**config.mk**
```make
export PLATFORM = sky130hd
export DESIGN_NAME = hdlc_tx_sequencer
export DESIGN_NICKNAME = d
export VERILOG_FILES = /design/src/rtl/hdlc_pkg.sv /design/src/rtl/hdlc_crc16.sv /design/src/rtl/hdlc_tx_sequencer.sv
export SDC_FILE = /design/constraint.sdc
export NUM_CORES = 1
export LEC_CHECK = 0
export CAP_MARGIN = 20
export CORE_MARGIN = 2
export CORE_UTILIZATION = 40
export DETAILED_ROUTE_END_ITERATION = 7
export SLEW_MARGIN = 20
export SYNTH_ARGS = -nofsm -noshare
export SYNTH_HDL_FRONTEND = slang
export SYNTH_HIERARCHICAL = 1
export SYNTH_SLANG_ARGS = --single-unit
```
**constraint.sdc**
```tcl
create_clock -name Clk -period 2.85 [get_ports Clk]
set_input_delay 0.285 -clock Clk [delete_from_list [all_inputs] [get_ports Clk]]
set_output_delay 0.285 -clock Clk [all_outputs]
set_load 0.01 [all_outputs]
```
**src/rtl/hdlc_pkg.sv**
```systemverilog
// Shared types and constants for the HDLC transmit path.
// HDLC_TX_FCS_EN adds the FCS state to the sequencer state encoding.
package hdlc_pkg;

   typedef enum logic [2:0] {
      IDLE,
      OPEN_FLAG,
      DATA,
`ifdef HDLC_TX_FCS_EN
      FCS,
`endif
      CLOSE_FLAG,
      ABORT
   } tx_state_t;

   localparam logic [7:0]  HDLC_FLAG  = 8'h7E;
   localparam logic [7:0]  HDLC_ABORT = 8'hFE;
   localparam logic [15:0] CRC_POLY   = 16'h8408;
   localparam logic [15:0] CRC_INIT   = 16'hFFFF;

endpackage

```
**src/rtl/hdlc_crc16.sv**
```systemverilog
// Bit-serial reflected CRC-16 (X.25 polynomial), one data bit per enabled cycle.
// Only instantiated when HDLC_TX_FCS_EN is defined.
module hdlc_crc16
   import hdlc_pkg::*;
(
   input  logic        clk_i,
   input  logic        rst_i,
   input  logic        clr_i,
   input  logic        en_i,
   input  logic        bit_i,
   output logic [15:0] crc_o
);

   logic [15:0] crc_q, crc_d;

   always_comb begin
      crc_d = crc_q;
      if (clr_i) begin
         crc_d = CRC_INIT;
      end else if (en_i) begin
         crc_d = (crc_q >> 1) ^ (((crc_q[0] ^ bit_i) == 1'b1) ? CRC_POLY : 16'h0000);
      end
   end

   always_ff @(posedge clk_i) begin
      if (rst_i) begin
         crc_q <= CRC_INIT;
      end else begin
         crc_q <= crc_d;
      end
   end

   assign crc_o = crc_q;

endmodule

```
**src/rtl/hdlc_tx_sequencer.sv**
```systemverilog
// HDLC transmit frame sequencer: flags, zero-stuffed data, optional FCS, abort and idle.
// Define HDLC_TX_FCS_EN to append the CRC-16/X.25 FCS after the data bytes.
//
// state      | meaning
// IDLE       | line idles at 1, waits for a start request
// OPEN_FLAG  | opening 0x7E, first buffer read issued
// DATA       | data bytes LSB first with zero insertion, next byte prefetched
// FCS        | ones-complemented CRC, low byte first (HDLC_TX_FCS_EN only)
// CLOSE_FLAG | closing 0x7E
// ABORT      | 0xFE abort pattern, then back to IDLE
module hdlc_tx_sequencer
   import hdlc_pkg::*;
#(
   parameter int BUF_DEPTH = 128,
   parameter int ADDR_W    = $clog2(BUF_DEPTH)
) (
   input  logic              Clk,
   input  logic              Rst,
   input  logic              Tx_Enable,
   input  logic              Tx_AbortFrame,
   input  logic [7:0]        Tx_FrameSize,
   output logic              Buf_RdEn,
   output logic [ADDR_W-1:0] Buf_RdAddr,
   input  logic [7:0]        Buf_RdData,
   output logic              Tx,
   output logic              Tx_ValidFrame,
   output logic              Tx_Done,
   output logic              Tx_AbortedTrans,
   output logic              Tx_SizeErr
);

   localparam logic [8:0] MAX_SIZE = 9'(BUF_DEPTH);

   tx_state_t   state_q, state_d;
   logic [2:0]  bit_cnt_q, bit_cnt_d;
   logic [7:0]  byte_idx_q, byte_idx_d;
   logic [7:0]  size_q, size_d;
   logic [7:0]  shift_q, shift_d;
   logic [7:0]  next_q, next_d;
   logic [2:0]  ones_q, ones_d;
   logic        rd_pend_q;
   logic        tx_q, tx_d;
   logic        valid_q, valid_d;
   logic        done_q, done_d;
   logic        aborted_q, aborted_d;
   logic        rej_q, rej_d;
   logic        size_err_q, size_err_d;

   logic        rd_en;
   logic [7:0]  rd_idx;
   logic        size_ok;
   logic        stuff;
   logic        cur_bit;
   logic [2:0]  ones_nxt;
   logic [7:0]  last_idx;
   tx_state_t   after_data;
   logic        crc_clr, crc_en;

`ifdef HDLC_TX_FCS_EN
   logic [15:0] crc_w;

   hdlc_crc16 u_crc (
      .clk_i (Clk),
      .rst_i (Rst),
      .clr_i (crc_clr),
      .en_i  (crc_en),
      .bit_i (shift_q[0]),
      .crc_o (crc_w)
   );
`endif

   assign size_ok = (Tx_FrameSize != 8'd0) && ({1'b0, Tx_FrameSize} <= MAX_SIZE);

   always_comb begin
      state_d    = state_q;
      bit_cnt_d  = bit_cnt_q;
      byte_idx_d = byte_idx_q;
      size_d     = size_q;
      shift_d    = shift_q;
      next_d     = rd_pend_q ? Buf_RdData : next_q;
      ones_d     = ones_q;
      tx_d       = 1'b1;
      valid_d    = (state_q != IDLE);
      done_d     = 1'b0;
      aborted_d  = aborted_q;
      rej_d      = 1'b0;
      size_err_d = rej_q;
      rd_en      = 1'b0;
      rd_idx     = 8'd0;
      crc_clr    = 1'b0;
      crc_en     = 1'b0;
      stuff      = (ones_q == 3'd5);
      cur_bit    = shift_q[0];
      last_idx   = (state_q == DATA) ? (size_q - 8'd1) : 8'd1;
`ifdef HDLC_TX_FCS_EN
      after_data = (state_q == DATA) ? FCS : CLOSE_FLAG;
      if (state_q == FCS) begin
         cur_bit = ~crc_w[{byte_idx_q[0], bit_cnt_q}];
      end
`else
      after_data = CLOSE_FLAG;
`endif
      ones_nxt = cur_bit ? (ones_q + 3'd1) : 3'd0;

      case (state_q)
         IDLE: begin
            // The line has just gone idle after a normally closed frame.
            done_d = valid_q & ~aborted_q;
            if (Tx_Enable) begin
               if (size_ok) begin
                  state_d    = OPEN_FLAG;
                  aborted_d  = 1'b0;
                  size_d     = Tx_FrameSize;
                  byte_idx_d = 8'd0;
                  bit_cnt_d  = 3'd0;
                  ones_d     = 3'd0;
                  crc_clr    = 1'b1;
               end else begin
                  rej_d = 1'b1;
               end
            end
         end
         OPEN_FLAG: begin
            tx_d      = HDLC_FLAG[bit_cnt_q];
            rd_en     = (bit_cnt_q == 3'd0);
            bit_cnt_d = bit_cnt_q + 3'd1;
            if (bit_cnt_q == 3'd7) begin
               state_d = DATA;
               shift_d = next_q;
               ones_d  = 3'd0;
            end
            if (Tx_AbortFrame) begin
               state_d   = ABORT;
               bit_cnt_d = 3'd0;
            end
         end
`ifdef HDLC_TX_FCS_EN
         DATA, FCS: begin
`else
         DATA: begin
`endif
            if (stuff) begin
               tx_d   = 1'b0;
               ones_d = 3'd0;
               // byte_idx past the last byte marks a stuffed zero owed after the final bit.
               if (byte_idx_q > last_idx) begin
                  state_d    = after_data;
                  bit_cnt_d  = 3'd0;
                  byte_idx_d = 8'd0;
               end
            end else begin
               tx_d      = cur_bit;
               ones_d    = ones_nxt;
               bit_cnt_d = bit_cnt_q + 3'd1;
               if (state_q == DATA) begin
                  shift_d = shift_q >> 1;
                  crc_en  = 1'b1;
                  if (bit_cnt_q == 3'd0 && byte_idx_q < last_idx) begin
                     rd_en  = 1'b1;
                     rd_idx = byte_idx_q + 8'd1;
                  end
               end
               if (bit_cnt_q == 3'd7) begin
                  if (byte_idx_q == last_idx) begin
                     if (ones_nxt == 3'd5) begin
                        byte_idx_d = byte_idx_q + 8'd1;
                     end else begin
                        state_d    = after_data;
                        byte_idx_d = 8'd0;
                     end
                  end else begin
                     byte_idx_d = byte_idx_q + 8'd1;
                     shift_d    = next_q;
                  end
               end
            end
            if (Tx_AbortFrame) begin
               state_d   = ABORT;
               bit_cnt_d = 3'd0;
            end
         end
         CLOSE_FLAG: begin
            tx_d      = HDLC_FLAG[bit_cnt_q];
            bit_cnt_d = bit_cnt_q + 3'd1;
            if (bit_cnt_q == 3'd7) begin
               state_d = IDLE;
            end
         end
         ABORT: begin
            tx_d      = HDLC_ABORT[bit_cnt_q];
            bit_cnt_d = bit_cnt_q + 3'd1;
            if (bit_cnt_q != 3'd0) begin
               aborted_d = 1'b1;
            end
            if (bit_cnt_q == 3'd7) begin
               state_d = IDLE;
            end
         end
         default: begin
            state_d = IDLE;
         end
      endcase
   end

   always_ff @(posedge Clk) begin
      if (Rst) begin
         state_q    <= IDLE;
         bit_cnt_q  <= 3'd0;
         byte_idx_q <= 8'd0;
         size_q     <= 8'd0;
         shift_q    <= 8'd0;
         next_q     <= 8'd0;
         ones_q     <= 3'd0;
         rd_pend_q  <= 1'b0;
         tx_q       <= 1'b1;
         valid_q    <= 1'b0;
         done_q     <= 1'b0;
         aborted_q  <= 1'b0;
         rej_q      <= 1'b0;
         size_err_q <= 1'b0;
      end else begin
         state_q    <= state_d;
         bit_cnt_q  <= bit_cnt_d;
         byte_idx_q <= byte_idx_d;
         size_q     <= size_d;
         shift_q    <= shift_d;
         next_q     <= next_d;
         ones_q     <= ones_d;
         rd_pend_q  <= rd_en;
         tx_q       <= tx_d;
         valid_q    <= valid_d;
         done_q     <= done_d;
         aborted_q  <= aborted_d;
         rej_q      <= rej_d;
         size_err_q <= size_err_d;
      end
   end

   assign Buf_RdEn        = rd_en;
   assign Buf_RdAddr      = ADDR_W'(rd_idx);
   assign Tx              = tx_q;
   assign Tx_ValidFrame   = valid_q;
   assign Tx_Done         = done_q;
   assign Tx_AbortedTrans = aborted_q;
   assign Tx_SizeErr      = size_err_q;

endmodule

```
==> key figures, run 1 <==
Floorplan
  • Die Ht: around 87 um
  • Starting density of the core: about two fifths
  • Standard-cell rows: 30
  • Floorplan Core Area: 0.006756 mm2
  • I/O pin total: 33
  • Die width: between 80 and 90 um
  • Die footprint: roughly 0.0076 mm2

Finish
  • Relative area change from synthesis to final layout: 26.05%
  • Non-Filler Instances: about 450
  • Count of antenna diodes in the layout: 0
  • # nets final: ~410
  • Share of final-layout standard cells stronger than drive strength 1: about 17%

Pwr
  • Peak supply drop: a little over 300 uV
  • Leakage: about 1.3 nW
  • Cell internal power dissipation: approximately 1.5 mW
  • Clock share of power: between 10% and 20%
  • Combinational cell fraction of total power: around 45%
  • Seq pwr share: a little under two fifths
  • Power density over the cells: a little under 700 mW/mm2
  • Switching power share of the total: between 30% and 40%
  • NetSw: roughly 0.93 mW

GRT
  • Antenna violations before repair: 0
  • Global-route total usage across every layer: 16.94%
  • Pin count of the biggest net entering global routing: 40
  • Global-route wire length before repair: ~10000 um
  • Via count of the first global-routing pass: between 2k and 2.5k
  • Gr ovfl total: 0

Synthesis
  • Commonest cells in the synthesized netlist: dfxtp_1, nor2_1, a21oi_1
  • EDFF count, synth: 0
  • Total of flip-flops plus latches after synthesis: 50
  • Synthesis warning total: 6
  • Post-synthesis instance area: approximately 0.0028 mm2
  • Number of instances in the synthesized netlist: 326
  • Cell accounting for the most synthesized area: dfxtp_1
  • Avg Synthesized Cell Area: roughly 8.5 um2
  • Net count of the mapped netlist: 361
  • Async S/R FF share, synth: 0%
  • Fraction of synthesized cell area taken by the top area cell type: a little over a third
  • Leading cell type by number of instances after synthesis: dfxtp_1
  • Proportion of synthesized chip area in sequential cells: between 30% and 40%
  • Top FF cell, synth: dfxtp_1
  • Count of cell types in the netlist: 48
  • Most area-consuming cells after synthesis: dfxtp_1, mux2i_1, ha_1, nor2_1, a21oi_1

STA
  • Final Slew Violations: 0
  • Relative slew slack: 55.66%
  • Min setup slack post-route: -111.9 ps
  • Final setup violating endpoints: 7
  • Setup TNS after final layout: -663.7 ps
  • Minimum period implied by the final worst setup slack: a little under 3000 ps
  • Portion of the clock cycle consumed by the worst path in the final layout: 103.9%
  • Setup clock skew after layout: about 9.6 ps
  • Maximum achievable frequency: between 300 and 400 MHz
  • Unrepaired setup endpoints after global routing: true
  • Hold violation total from the final report: 0
  • Transition time of the tightest slew-check pin: about 670 ps
  • Worst hold slack after final layout: around 330 ps

Worst setup path
  • Crit. End Element: output pin
  • Data arrival time at the worst-slack endpoint: approximately 2700 ps
  • WP data required: between 2000 and 3000 ps
  • Highest fanout seen on the critical path: 6
  • Type of the setup path with the least slack: reg -> out
  • Category of the worst setup path launch point: register

CTS
  • Hold bufs inserted after CTS: 0
  • Register clock-pin slew on the reported worst setup and hold paths: approximately 100 ps
  • Max Root-Sink Buffers: 2
  • Skew-Pair Late Insertion Delay: 310 ps
  • Clock buffers created by TritonCTS: 5
  • Buffer cell driving the clock tree root: clkbuf_8
  • CTS tree: built
  • Total clock sinks: 50
  • Count of H-tree levels built during CTS: 2

Drt
  • Vias: roughly 2.4k
  • Final wirelength: 6391 um
  • Via-to-Cell Ratio: ~5.4
  • Final antenna-violating net count: 0
  • Routed length on met3: about 290 um
  • Wire per inst: 14.17 um
  • Number of iterations in the first detailed-routing pass: 4
  • Uppermost layer routed: met4
  • 1st-iter DRT viols: approximately 90
  • Wire length on met1: 3000 um
  • Post-route DRC violation count: 0
  • Total met2 wirelength after detailed routing: 3050 um

Place
  • Count of buffers inserted at the top-level ports: 32
  • Placed insts: approximately 440
  • HPWL after DPL: approximately 4500 um
  • Routability-driven placement congestion ratio: between 0.8 and 0.9

Job
  • Max capacitance violation total: 0

Outcome
  • Violated checks: setup timing
  • Outcome: finished, violations left

Min path
  • Class of the most critical hold timing path: in -> reg
critical path: stages, from the launching register on:
cell	delay [ps]
dfxtp_2	330
or3_4	420
nor3_4	140
xor2_1	160
nand2_1	100
ha_4	250
a211o_1	260
o211ai_1	120
nand3_1	120
buf_6	150
buf_12	120
nor2_1	80
buf_2	130
logic make-up after synthesis:
| logic type | share of synthesized area (%) |
|---|---|
| AO/OA/AOI/OAI | 18.58 |
| adder cells (fa/ha/maj) | 6.748 |
| buffers and inverters | 3.689 |
| AND/OR/NAND/NOR | 23.35 |
| XOR/XNOR | 4.094 |
| multiplexers | 7.557 |
| flip-flops | 35.99 |
final cells by class:
type / count / area (um2)
inverter: 10 / 37.54
clock inverter: 3 / 22.52
multi-input combinational: 252 / 1833
tap: 80 / 100.1
clock buffer: 5 / 68.82
sequential: 50 / 1002
timing repair buffer: 51 / 441.7
fill: 634 / 3251
state kept, by name, indices dropped and copies added (netlist names), 3 cells and up, named ones only:
register    cells
ones_q          3
byte_idx_q      8
state_q         3
shift_q         8
bit_cnt_q       3
next_q          8
size_q          8
worst paths after layout:
kind	from	cells past startpoint	slack, ps	to
hold reg to reg	Tx_AbortedTrans	1	470	Tx_Done
setup / recovery	size_q[2]	12	-110	Buf_RdAddr[4]
hold / removal	Rst	2	330	size_q[0]
setup reg to reg	size_q[2]	13	10	byte_idx_q[4]
routing by layer:
layer	GRT usage [%]	up-vias
li1	-	1250
met1	22.41	1125
met2	28.79	60
met3	2.370	5
met4	4.615	0
met5	0	-
power by group through the flow:
stage               clock (mW)  sequential, mW  combinational, mW
detailed placement           0           0.919              0.926
floorplan                    0           0.899              0.660
finish                   0.441           0.905               1.08
CTS                      0.461           0.904              0.947
global placement             0           0.916              0.923
global route             0.484           0.921               1.19
stage by stage:
| step | worst slack (ps) | power, mW | instance area, um2 | utilization [%] |
|---|---|---|---|---|
| after global routing | -218.5 | 2.597 | 3506 | 51.89 |
| final | -111.9 | 2.424 | 3506 | 51.89 |
| after global placement | -78.94 | 1.838 | 3244 | 48.02 |
| after CTS | -62.46 | 2.312 | 3336 | 49.37 |
| after detailed placement | -156.0 | 1.845 | 3244 | 48.02 |
| after floorplan | 233.9 | 1.558 | 2781 | - |
cells in the final DEF, fill, tap and decap left out, drive strengths merged, types with 5 or more instances in the layout:
cell type / n
xnor2: 8
and3: 6
nor2: 46
a311oi: 7
a211oi: 8
inv: 12
mux2i: 21
nand3: 5
buf: 28
nor2b: 5
a21oi: 29
dfxtp: 50
or3: 5
o21ai: 11
clkbuf: 5
xor2: 5
ha: 15
nand2: 26
nor3: 11
nand2b: 10
clkdlybuf4s50: 23
repair_timing:
action                                  in CTS  in global routing
endpoints found under the setup margin      15                 25
setup buffers                                1                  3
pin swaps                                    2                 17
gates resized for setup                     34                 32
(Power assumes the default switching activity.)
==> run 2: changes to the inputs <==
TNS_END_PERCENT = 1   (was not set)
==> run 2 against run 1 <==
The flow still finishes with violations (setup timing); wire length is 0.25% lower; core utilization is 1.2 points lower; via count is 0.49% lower; critical path type unchanged; largest cell class unchanged.
==> key figures, run 2 (synthesized netlist as in run 1, its figures left out) <==
STA
  • Relative slew slack: between 50% and 60%
  • Min setup slack post-route: -104.1 ps
  • Final setup violating endpoints: 18
  • Hold violation total from the final report: 0
  • Minimum period implied by the final worst setup slack: between 2000 and 3000 ps
  • Unrepaired setup endpoints after global routing: true
  • Worst hold slack after final layout: between 300 and 400 ps
  • Portion of the clock cycle consumed by the worst path in the final layout: 103.7%
  • Transition time of the tightest slew-check pin: ~670 ps
  • Final Slew Violations: 0
  • Setup clock skew after layout: about 11 ps
  • Maximum achievable frequency: about 340 MHz

Place
  • Dpl ws: -156.0 ps
  • Count of buffers inserted at the top-level ports: 32
  • Routability-driven placement congestion ratio: about 0.86
  • HPWL after DPL: 4503 um
  • Placed insts: 439

Floorplan
  • Starting density of the core: 41.17%
  • Floorplan Core Area: slightly below 0.007 mm2
  • Die Ht: 87.39 um
  • Standard-cell rows: 30
  • Die footprint: between 0.007 and 0.008 mm2
  • I/O pin total: 33
  • Die width: 87.39 um

Drt
  • Via-to-Cell Ratio: roughly 5.4
  • Vias: 2428
  • Number of iterations in the first detailed-routing pass: 4
  • 1st-iter DRT viols: 106
  • Post-route DRC violation count: 0
  • Final wirelength: about 6400 um
  • Wire per inst: about 14 um
  • Final antenna-violating net count: 0

CTS
  • Skew-Pair Late Insertion Delay: between 300 and 400 ps
  • Count of H-tree levels built during CTS: 2
  • CTS tree: built
  • Clock buffers created by TritonCTS: 5
  • Hold bufs inserted after CTS: 0
  • Total clock sinks: 50
  • Register clock-pin slew on the reported worst setup and hold paths: 100 ps
  • Max Root-Sink Buffers: 2
  • Buffer cell driving the clock tree root: clkbuf_8

Worst setup path
  • Worst reg2reg path depth: 13
  • Critical path depth: 11
  • Crit. End Element: output pin
  • WP data required: 2570 ps
  • Type of the setup path with the least slack: reg -> out
  • Category of the worst setup path launch point: register
  • Crit path largest cell delay: approximately 400 ps
  • Critical path buffer and inverter count: 2
  • Data arrival time at the worst-slack endpoint: 2670 ps
  • Crit path cell chain: or3_4 -> nor3_4 -> xor2_1 -> nand2_1 -> ha_4 -> a211o_1 -> o211ai_1 -> nand3_2 -> buf_2 -> nor2_1 -> buf_2
  • Highest fanout seen on the critical path: 4
  • Library cell contributing the largest single delay on the critical path: or3_4
  • Critical path's top delay family: simple AND/OR/NAND/NOR gates
  • Most frequent cell on the critical path: buf_2

Finish
  • # nets final: 403
  • Count of antenna diodes in the layout: 0
  • Non-Filler Instances: 449
  • Highest-count cells in the layout ignoring fill and taps: dfxtp_1, nor2_1, a21oi_1, nand2_1, clkdlybuf4s50_1
  • Relative area change from synthesis to final layout: 23.17%
  • Most common cell after layout, fill and taps aside: dfxtp_1
  • Share of final-layout standard cells stronger than drive strength 1: between 10% and 20%
  • Final standard cell utilization of the core: between 50% and 60%

Outcome
  • Outcome: finished, violations left
  • Violated checks: setup timing

Job
  • Max capacitance violation total: 0

GRT
  • Via count of the first global-routing pass: roughly 2.2k
  • Global-route total usage across every layer: 16.94%
  • Pin count of the biggest net entering global routing: 40
  • Gr ovfl total: 0
  • Antenna violations before repair: 0
  • Global-route wire length before repair: around 10000 um

Pwr
  • Peak supply drop: 305.7 uV
  • Leakage: roughly 1.3 nW
  • Power density over the cells: about 700 mW/mm2

Min path
  • Class of the most critical hold timing path: in -> reg
  • Cells on Worst Hold Path: 2
-- run 2: cell types whose count changed in the layout (fill, tap and decap cells not counted), sizes merged --
cell and delta:
buf -2
-- run 2: timing repair --
action	4_1_cts	5_1_grt
endpoints found under the setup margin	15	25
gates resized for setup	32	25
pin swaps	3	13
endpoints found under the hold margin	0	0
setup buffers	1	0
gates cloned	0	1
-- run 2: metal layers --
metal	GRT usage (%)	share of wire, %	up-vias
met1	22.41	48	1133
met3	2.370	3.3	5
met2	28.79	48	38
met5	0	0	-
met4	4.615	0.83	0
li1	-	-	1252
-- run 2: layout make-up --
cell class                      count  area [um2]
Fill cell                         649        3331
Multi-Input combinational cell    252        1784
Sequential cell                    50        1002
Timing Repair Buffer               49       410.4
Tap cell                           80       100.1
Clock buffer                        5       68.82
Inverter                           10       37.54
Clock inverter                      3       22.52
-- run 2: report_power, final --
group	leakage [nW]	switching, mW	total [mW]	internal, mW
sequential	0.406	0.0880	0.904	0.816
combinational	0.835	0.560	1.02	0.460
clock	0.0489	0.264	0.443	0.178
total	1.29	0.912	2.37	1.45
-- run 2: path summary, 6_finish.rpt --
path                                 startpoint            end  slack [ps]
worst max-delay path                  size_q[2]  Buf_RdAddr[4]        -100
worst min-delay path                        Rst      size_q[0]         330
worst max register to register        size_q[2]     state_q[0]         -60
worst min register to register  Tx_AbortedTrans        Tx_Done         470
-- run 2: stage by stage --
step | power (mW) | setup TNS (ps) | cell area [um2]
3_5_place_dp | 1.845 | -1055 | 3244
4_1_cts | 2.312 | -165.7 | 3348
5_1_grt | 2.533 | -4927 | 3426
6_report | 2.367 | -971.4 | 3426
3_3_place_gp | 1.838 | -558.2 | 3244
2_1_floorplan | 1.558 | 0 | 2781
==> run 3: changes to the inputs <==
REMOVE_ABC_BUFFERS = 1   (was not set)
==> run 3 against run 2 <==
The flow still finishes with violations (setup timing); sequential share of layout area fell by 0.35 points; critical path type unchanged; largest power group unchanged; wire length fell by 3.5%; critical endpoint is now Buf_RdAddr[5]; register-to-register slack improved by 70 ps; die area did not move; sequential cell count did not move.
==> key figures, run 3 (synthesized netlist as in run 1, its figures left out) <==
Worst setup path
  • Library cell contributing the largest single delay on the critical path: or3_4
  • Data arrival time at the worst-slack endpoint: approximately 2600 ps
  • Highest fanout seen on the critical path: 4
  • Category of the worst setup path launch point: register
  • R2R Setup Slk: 10 ps
  • Type of the setup path with the least slack: reg -> out
  • Crit. End Element: output pin
  • WP data required: about 2600 ps
  • Most frequent cell on the critical path: nand2_1
  • Crit path largest cell delay: around 390 ps
  • Crit path cell chain: or3_4 -> nor2_1 -> nand2_1 -> xnor2_1 -> nand2_1 -> ha_1 -> a211o_1 -> o211ai_1 -> nand3_2 -> buf_6 -> nor2_2 -> buf_2

GRT
  • Global-route total usage across every layer: between 10% and 20%
  • Via count of the first global-routing pass: approximately 2.4k
  • Pin count of the biggest net entering global routing: 52
  • Global-route wire length before repair: 10900 um
  • Antenna violations before repair: 0
  • Gr ovfl total: 0

Drt
  • Final wirelength: between 6000 and 7000 um
  • Vias: approximately 2.4k
  • 1st-iter DRT viols: 76
  • Wire per inst: around 14 um
  • Via-to-Cell Ratio: about 5.3
  • Final antenna-violating net count: 0
  • Number of iterations in the first detailed-routing pass: 4
  • Post-route DRC violation count: 0

STA
  • Setup TNS after final layout: -0.4243 ps
  • Maximum achievable frequency: 350.8 MHz
  • Min setup slack post-route: -0.4243 ps
  • Final Slew Violations: 0
  • Setup clock skew after layout: between 8 and 9 ps
  • Relative slew slack: about 55%
  • Minimum period implied by the final worst setup slack: 2850 ps
  • Portion of the clock cycle consumed by the worst path in the final layout: 100.0%
  • Final setup violating endpoints: 1
  • Transition time of the tightest slew-check pin: about 670 ps
  • Unrepaired setup endpoints after global routing: true
  • Worst hold slack after final layout: ~290 ps
  • Hold violation total from the final report: 0

Pwr
  • Peak supply drop: approximately 470 uV
  • Leakage: about 1.3 nW
  • Power consumption: between 2 and 2.5 mW
  • Power density over the cells: ~700 mW/mm2

Place
  • Routability-driven placement congestion ratio: roughly 0.85
  • Dpl ws: -161.0 ps
  • HPWL after DPL: between 4000 and 5000 um
  • Count of buffers inserted at the top-level ports: 32

Finish
  • Share of final-layout standard cells stronger than drive strength 1: 16.62%
  • Most common cell after layout, fill and taps aside: dfxtp_1
  • Final standard cell utilization of the core: between 50% and 60%
  • Relative area change from synthesis to final layout: 24.83%
  • Count of antenna diodes in the layout: 0
  • Highest-count cells in the layout ignoring fill and taps: dfxtp_1, nor2_1, a21oi_1, nand2_1, clkdlybuf4s50_1
  • # nets final: about 400

CTS
  • Skew-Pair Late Insertion Delay: roughly 310 ps
  • Register clock-pin slew on the reported worst setup and hold paths: 100 ps
  • Clock buffers created by TritonCTS: 5
  • Count of H-tree levels built during CTS: 2
  • CTS tree: built
  • Buffer cell driving the clock tree root: clkbuf_8
  • Total clock sinks: 50
  • Max Root-Sink Buffers: 2
  • Hold bufs inserted after CTS: 0

Floorplan
  • Die width: 87.39 um
  • Die footprint: around 0.0076 mm2
  • Standard-cell rows: 30
  • Starting density of the core: 41.17%
  • Floorplan Core Area: just under 0.007 mm2
  • I/O pin total: 33
  • Die Ht: approximately 90 um

Outcome
  • Outcome: finished, violations left
  • Violated checks: setup timing

Job
  • Max capacitance violation total: 0

Min path
  • Class of the most critical hold timing path: in -> reg
run 3: per-layer routing:
| layer | vias to the layer above | global-route usage, % | wire length (um) |
|---|---|---|---|
| li1 | 1253 | - | - |
| met1 | 1085 | 24.32 | 3105 |
| met2 | 47 | 28.10 | 2710 |
| met3 | 7 | 3.128 | 254 |
| met4 | 0 | 5.035 | 78 |
| met5 | - | 0 | 0 |
run 3: metrics by stage:
stage	cells	instance area [um2]
2_1_floorplan	312	2716
3_3_place_gp	443	3274
3_5_place_dp	443	3274
4_1_cts	453	3417
5_1_grt	453	3472
6_report	453	3472
run 3: cell type report:
cell class | count | area (um2)
fill | 664 | 3284
tap | 80 | 100.1
clock buffer | 5 | 68.82
multi-input combinational | 252 | 1773
clock inverter | 3 | 45.04
inverter | 10 | 37.54
timing repair buffer | 53 | 444.2
sequential | 50 | 1003
run 3: critical path, delay by kind of cell (launching register included):
family	cells	cell delay (ps)
AO/OA/AOI/OAI	2	400
buffers and inverters	2	290
adder cells (fa/ha/maj)	1	210
flip-flops	1	330
AND/OR/NAND/NOR	6	920
XOR/XNOR	1	130
run 3: power by group:
part / internal (mW) / leakage [nW] / total [mW] / switching [mW]
Combinational: 0.453 / 0.860 / 0.989 / 0.536
Sequential: 0.817 / 0.407 / 0.903 / 0.0864
Clock: 0.261 / 0.0504 / 0.508 / 0.247
Total: 1.53 / 1.32 / 2.40 / 0.870
run 3: worst paths after layout:
| check | cells past startpoint | from | end |
|---|---|---|---|
| setup reg to reg | 14 | size_q[4] | byte_idx_q[1] |
| hold / removal | 4 | Rst | register |
| setup / recovery | 12 | size_q[4] | Buf_RdAddr[5] |
| hold reg to reg | 1 | rej_q | Tx_SizeErr |
run 3: repair_timing:
item | CTS | global route
gates resized for setup | 46 | 10
buffers inserted | 1 | 0
gates cloned | 1 | 0
pin swaps | 10 | 11
setup endpoints to repair | 15 | 32
